File: src/rtl/uart_pkg.sv
// Shared UART definitions: FSM states, data width, default bit period, parity helper.
// Parity support in the transmitter is enabled with the UART_TX_PARITY_EN macro.
package uart_pkg;

  localparam int UART_DATA_W       = 8;
  localparam int UART_CLKS_PER_BIT = 52;

  typedef enum logic [2:0] {
    IDLE,
    START,
    DATA,
    PARITY,
    STOP
  } uart_state_t;

  function automatic logic even_parity(input logic [UART_DATA_W-1:0] d);
    return ^d;
  endfunction

endpackage

File: src/rtl/tx_bps_module.sv
// Bit-period timer: counts 0..CLKS_PER_BIT-1 while run is high, pulses bit_tick on the wrap.
// Held at zero whenever run is low, so each frame starts on a full bit period (UART_TX_PARITY_EN-agnostic).
module tx_bps_module
  import uart_pkg::*;
#(
  parameter int CLKS_PER_BIT = UART_CLKS_PER_BIT
) (
  input  logic CLK,
  input  logic RST,
  input  logic run,
  output logic bit_tick
);

  localparam int CW = $clog2(CLKS_PER_BIT);
  localparam logic [CW-1:0] LAST = CW'(CLKS_PER_BIT - 1);

  logic [CW-1:0] cnt;

  always_ff @(posedge CLK) begin
    if (RST || !run) begin
      cnt <= '0;
    end else if (cnt == LAST) begin
      cnt <= '0;
    end else begin
      cnt <= cnt + 1'b1;
    end
  end

  assign bit_tick = run && (cnt == LAST);

endmodule

File: src/rtl/uart_tx_module.sv
// UART transmitter: start, 8 data bits LSB-first, optional even parity (UART_TX_PARITY_EN), STOP_BITS stops.
// Line drops the cycle after an accepted request; requests while busy are dropped, one-cycle done pulse in IDLE.
module uart_tx_module
  import uart_pkg::*;
#(
  parameter int CLKS_PER_BIT = UART_CLKS_PER_BIT,
  parameter int STOP_BITS    = 1
) (
  input  logic                   CLK,
  input  logic                   RST,
  input  logic                   TX_En_Sig,
  input  logic [UART_DATA_W-1:0] TX_Data,
  output logic                   TX_Busy,
  output logic                   TX_Done_Sig,
  output logic                   TX_Pin_Out
);

  localparam logic [2:0] LAST_DATA = 3'(UART_DATA_W - 1);
  localparam logic [2:0] LAST_STOP = 3'(STOP_BITS - 1);

  uart_state_t            state, state_nxt;
  logic [2:0]             bit_idx, bit_idx_nxt;
  logic [UART_DATA_W-1:0] shreg;
  logic                   bit_tick;
  logic                   pin_nxt, busy_nxt, done_nxt;

  tx_bps_module #(
    .CLKS_PER_BIT(CLKS_PER_BIT)
  ) u_bps (
    .CLK      (CLK),
    .RST      (RST),
    .run      (state != IDLE),
    .bit_tick (bit_tick)
  );

  always_ff @(posedge CLK) begin
    if (RST) begin
      state       <= IDLE;
      bit_idx     <= '0;
      shreg       <= '0;
      TX_Pin_Out  <= 1'b1;
      TX_Busy     <= 1'b0;
      TX_Done_Sig <= 1'b0;
    end else begin
      state       <= state_nxt;
      bit_idx     <= bit_idx_nxt;
      if (state == IDLE && TX_En_Sig) begin
        shreg <= TX_Data;
      end
      TX_Pin_Out  <= pin_nxt;
      TX_Busy     <= busy_nxt;
      TX_Done_Sig <= done_nxt;
    end
  end

  // bit_idx indexes data bits in DATA and counts stop periods in STOP
  always_comb begin
    state_nxt   = state;
    bit_idx_nxt = bit_idx;
    case (state)
      IDLE:  if (TX_En_Sig) state_nxt = START;
      START: if (bit_tick) state_nxt = DATA;
      DATA: begin
        if (bit_tick) begin
          if (bit_idx == LAST_DATA) begin
`ifdef UART_TX_PARITY_EN
            state_nxt = PARITY;
`else
            state_nxt = STOP;
`endif
          end else begin
            bit_idx_nxt = bit_idx + 3'd1;
          end
        end
      end
`ifdef UART_TX_PARITY_EN
      PARITY: if (bit_tick) state_nxt = STOP;
`endif
      STOP: begin
        if (bit_tick) begin
          if (bit_idx == LAST_STOP) state_nxt = IDLE;
          else bit_idx_nxt = bit_idx + 3'd1;
        end
      end
      default: state_nxt = IDLE;
    endcase
    if (state_nxt != state) bit_idx_nxt = '0;
  end

  // Outputs are registered, so they are derived from where the FSM is heading
  always_comb begin
    pin_nxt  = 1'b1;
    busy_nxt = (state_nxt != IDLE);
    done_nxt = (state == STOP) && (state_nxt == IDLE);
    case (state_nxt)
      START:  pin_nxt = 1'b0;
      DATA:   pin_nxt = shreg[bit_idx_nxt];
`ifdef UART_TX_PARITY_EN
      PARITY: pin_nxt = even_parity(shreg);
`endif
      default: pin_nxt = 1'b1;
    endcase
  end

endmodule
File: config.mk
export PLATFORM = sky130hd
export DESIGN_NAME = uart_tx_module
export DESIGN_NICKNAME = d
export VERILOG_FILES = /design/src/rtl/uart_pkg.sv /design/src/rtl/tx_bps_module.sv /design/src/rtl/uart_tx_module.sv
export SDC_FILE = /design/constraint.sdc
export NUM_CORES = 1
export LEC_CHECK = 0
export CAP_MARGIN = 25
export CELL_PAD_IN_SITES_DETAIL_PLACEMENT = 0
export CELL_PAD_IN_SITES_GLOBAL_PLACEMENT = 1
export CORE_UTILIZATION = 40
export CTS_CLUSTER_DIAMETER = 200
export DETAILED_ROUTE_END_ITERATION = 12
export GPL_TIMING_DRIVEN = 0
export PLACE_DENSITY = 0.85
export SLEW_MARGIN = 20
export SYNTH_ARGS = -nofsm -noshare
export SYNTH_HDL_FRONTEND = slang
export SYNTH_SLANG_ARGS = --single-unit
File: constraint.sdc
create_clock -name CLK -period 2.8 [get_ports CLK]
set_clock_uncertainty 0.1 [all_clocks]
set_input_delay 0.84 -clock CLK [delete_from_list [all_inputs] [get_ports CLK]]
set_output_delay 0.84 -clock CLK [all_outputs]
set_load 0.005 [all_outputs]
==> reports/metrics.cfg <==
[floorplan]
floorplan.initialDensity_pct = 42.8
top_level_ports = 14
core_area_um2 = 2780
die_area_um2 = 3200
std_cell_rows = 19
die_w_um = 56.6
dieHeight_um = 56.6

[pwr]
comb_power_share_pct = 10.7
power_frac_clock_pct = 28.2
total_switching_power_mw = 0.135
cellLeakagePower_nw = 0.525
pwr-share-seq_pct = 61.1
power_switching_share_pct = 24.1
p_int_mw = 0.425
power_per_cell_area_nw_per_um2 = 404
vdd_ir_drop_max_uv = 241

[setup_path]
critical_path.max_fanout = 8
critical_path.most_common_cell = sky130_fd_sc_hd__a211oi_2
cp_slowest_stage_delay_ns = 0.64
critical_path.reg2reg.startpoint = bit_idx[0]$_SDFF_PP0_
crit_chain = clkdlybuf4s50_1 > or4b_2 > nor3_1 > a21oi_1 > a211oi_2 > a211oi_2
crit_arrival_ns = 2.53
rr_endpoint = TX_Pin_Out$_SDFF_PP1_
crit_path_top_delay_cell = sky130_fd_sc_hd__or4b_2
setup.worst_path.end_class = flip-flop
crit_type = input pin to flip-flop
start_kind = input pin
timing.reg2reg.setup_slack_ns = 0.44
cp.required_ns = 2.91
reg2regPathDepth = 9

[grt]
groute.usage.overall_pct = 17.2
grt_antenna_before_repair = 0
vias_in_the_first_global_route = 977
grt_pass1_wl_um = 4310
globalRouteOverflowTotal = 0
grt_start_max_net_pins = 13

[timing]
grt_setup_unrepaired = no
maximum_frequency_from_static_timing_analysis_mhz = 413
finalHoldViolations = 0
finalWorstSetupSlack_ns = 0.380
final_period_minus_worst_setup_slack_ns = 2.42
count_of_final_setup_violators = 0
worst_pin_slew_ns = 0.464
slew-limit-headroom_pct = 69.0
finalSetupTns_ns = 0
post-route-period-util_pct = 86.4
final-max-slew-violation-count = 0

[min_path]
hp-class = flip-flop to flip-flop
hold_path_origin = shreg[6]$_SDFFE_PP0P_
min_delay_path_depth = 2
min_to = shreg[6]$_SDFFE_PP0P_

[logic_synthesis]
syn-mean-instance-area_um2 = 8.27
postSynthNetCount = 160
post_synth_num_cell_types = 38
syn_area_um2 = 1190
instance_count_of_the_mapped_netlist = 144
share_of_the_yosys_chip_area_belonging_to_registers_pct = 38.7
yosys_register_bits = 23
synthesis.yosys.warnings = 0

[clocking]
cts_setup_buffers = 0
clk_pin_slew_ns = 0.12
worst_skew_pair.late_latency_ns = 0.32
clock_tree.buffer_depth = 2
cts_resized = 0
clock-root-buffer = sky130_fd_sc_hd__clkbuf_4
cts_hold_buffers = 0
htreeDepth = 1
tritoncts = yes
clock_sinks = 23
cts_inserted_buffers = 3

[routing]
num_vias = 1020
viasPerCell = 5.31
initial_drt_pass_iterations = 4
drc = 0
postRouteAntennaNets = 0
wl_per_cell_um = 12.5
first_iter_violations = 34
totalWireLength_um = 2400

[placed_design]
io_buffers = 13
place_hpwl_um = 1860
dp_slack_ns = 0.0404
numPlacedInstances = 188
gp_congestion = 0.886

[cells_and_area]
syn2layout_area_growth_pct = 16.4
fin_nets = 178
drive_above_1_share_pct = 9.32
insertedDiodeCount = 0
instances_no_fill = 192

[status]
status = finished clean

[run]
cap_violations = 0

final cells by class:
type,instances,area (um2)
Tap cell,31,38.8
Sequential cell,23,460
Inverter,8,30.0
Multi-Input combinational cell,107,671
Clock buffer,4,26.3
Timing Repair Buffer,13,130
Buffer,6,30.0
Fill cell,257,1400
per-stage QoR:
step,power [mW],util (%),cell area [um2],hold slack [ns]
floorplan,0.383,-,1190,0.318
global placement,0.409,48.9,1360,0.330
detailed placement,0.410,48.9,1360,0.346
CTS,0.568,49.8,1390,0.364
global route,0.586,49.8,1390,0.387
finish,0.561,49.8,1390,0.362
worst max-delay path, delay by kind of cell:
family                 cells  cell delay [ns]
buffers and inverters      1             0.53
AO/OA/AOI/OAI              3             0.35
AND/OR/NAND/NOR            2             0.80
layer usage:
metal / wire length [um] / GRT usage (%) / vias to the layer above / share of wire [%]
li1: - / - / 520 / -
met1: 1050 / 21.6 / 461 / 44
met2: 1180 / 28.1 / 33 / 49
met3: 115 / 2.53 / 6 / 4.8
met4: 49 / 9.41 / 0 / 2.0
met5: 0 / 0 / - / 0
power by group through the flow:
stage | combinational, mW | sequential (mW) | clock (mW)
floorplan | 0.0331 | 0.349 | 0
global placement | 0.0590 | 0.350 | 0
detailed placement | 0.0599 | 0.350 | 0
CTS | 0.0601 | 0.343 | 0.165
global route | 0.0670 | 0.344 | 0.175
finish | 0.0598 | 0.343 | 0.158
synthesized netlist by cell type, drive strengths merged:
cell type / number / area (um2)
dfxtp: 23 / 460
and3b: 1 / 8.76
ha: 5 / 62.6
inv: 8 / 30.0
maj3: 1 / 10.0
buf: 4 / 22.5
and2: 3 / 21.3
and4b: 2 / 20.0
xnor2: 2 / 17.5
o221ai: 1 / 15.0
o22ai: 1 / 6.26
o21ai: 3 / 15.0
mux2i: 2 / 20.0
or3: 3 / 23.8
nor4: 1 / 6.26
a211oi: 2 / 25.0
a211o: 2 / 17.5
a21oi: 11 / 55.1
nor3b: 1 / 7.51
or4b: 1 / 10.0
nand2b: 3 / 18.8
nor2b: 5 / 31.3
xor2: 3 / 26.3
or2: 1 / 6.26
a31oi: 2 / 12.5
nor3: 2 / 10.0
mux2: 2 / 30.0
clkbuf: 2 / 7.51
a22oi: 1 / 7.51
nand3: 5 / 25.0
nor2: 18 / 67.6
a21o: 1 / 7.51
nand2: 21 / 78.8
o211ai: 1 / 7.51
how the worst max path moves through the flow:
stage | startpoint | end | depth (start not counted)
finish | RST | TX_Pin_Out$_SDFF_PP1_ | 6
global route | bit_idx[0]$_SDFF_PP0_ | TX_Pin_Out$_SDFF_PP1_ | 9
CTS | RST | TX_Pin_Out$_SDFF_PP1_ | 6
detailed placement | RST | TX_Pin_Out$_SDFF_PP1_ | 6
global placement | RST | TX_Pin_Out$_SDFF_PP1_ | 6
floorplan | bit_idx[0]$_SDFF_PP0_ | TX_Pin_Out$_SDFF_PP1_ | 9
flip-flops by register name, summed over array words and instances, names as in the netlist:
signal,flops
TX_Pin_Out,1
bit_idx,3
TX_Done_Sig,1
shreg,8
TX_Busy,1
state,3
u_bps.cnt,6
logic make-up (layout without fill, tap and decap cells):
group | Yosys count | after routing | synth area share [%]
AOI/OAI and AO/OA | 25 | 25 | 14.2
muxes | 4 | 4 | 4.20
and+or+nand+nor | 67 | 67 | 28.2
adders and majority gates | 6 | 6 | 6.09
xor gates and xnor gates | 5 | 5 | 3.68
DFF | 23 | 23 | 38.7
buffers and inverters | 14 | 31 | 5.04
cells in the final DEF, fill, tap and decap left out, types with 2 or more instances in the layout:
cell type	count
sky130_fd_sc_hd__or3_1	2
sky130_fd_sc_hd__a31oi_1	2
sky130_fd_sc_hd__a211oi_2	2
sky130_fd_sc_hd__xnor2_1	2
sky130_fd_sc_hd__nor2_1	18
sky130_fd_sc_hd__nand2_1	21
sky130_fd_sc_hd__nor3_1	2
sky130_fd_sc_hd__and4b_1	2
sky130_fd_sc_hd__xor2_1	3
sky130_fd_sc_hd__clkbuf_4	3
sky130_fd_sc_hd__a211o_1	2
sky130_fd_sc_hd__mux2_4	2
sky130_fd_sc_hd__nand2b_1	3
sky130_fd_sc_hd__dfxtp_1	23
sky130_fd_sc_hd__nand3_1	5
sky130_fd_sc_hd__o21ai_0	2
sky130_fd_sc_hd__a21oi_1	11
sky130_fd_sc_hd__inv_1	8
sky130_fd_sc_hd__clkbuf_1	3
sky130_fd_sc_hd__and2_1	2
sky130_fd_sc_hd__clkdlybuf4s50_1	13
sky130_fd_sc_hd__buf_2	3
sky130_fd_sc_hd__nor2b_1	5
sky130_fd_sc_hd__mux2i_1	2
sky130_fd_sc_hd__ha_1	5
No activity file was read; power rests on OpenSTA's default activity.
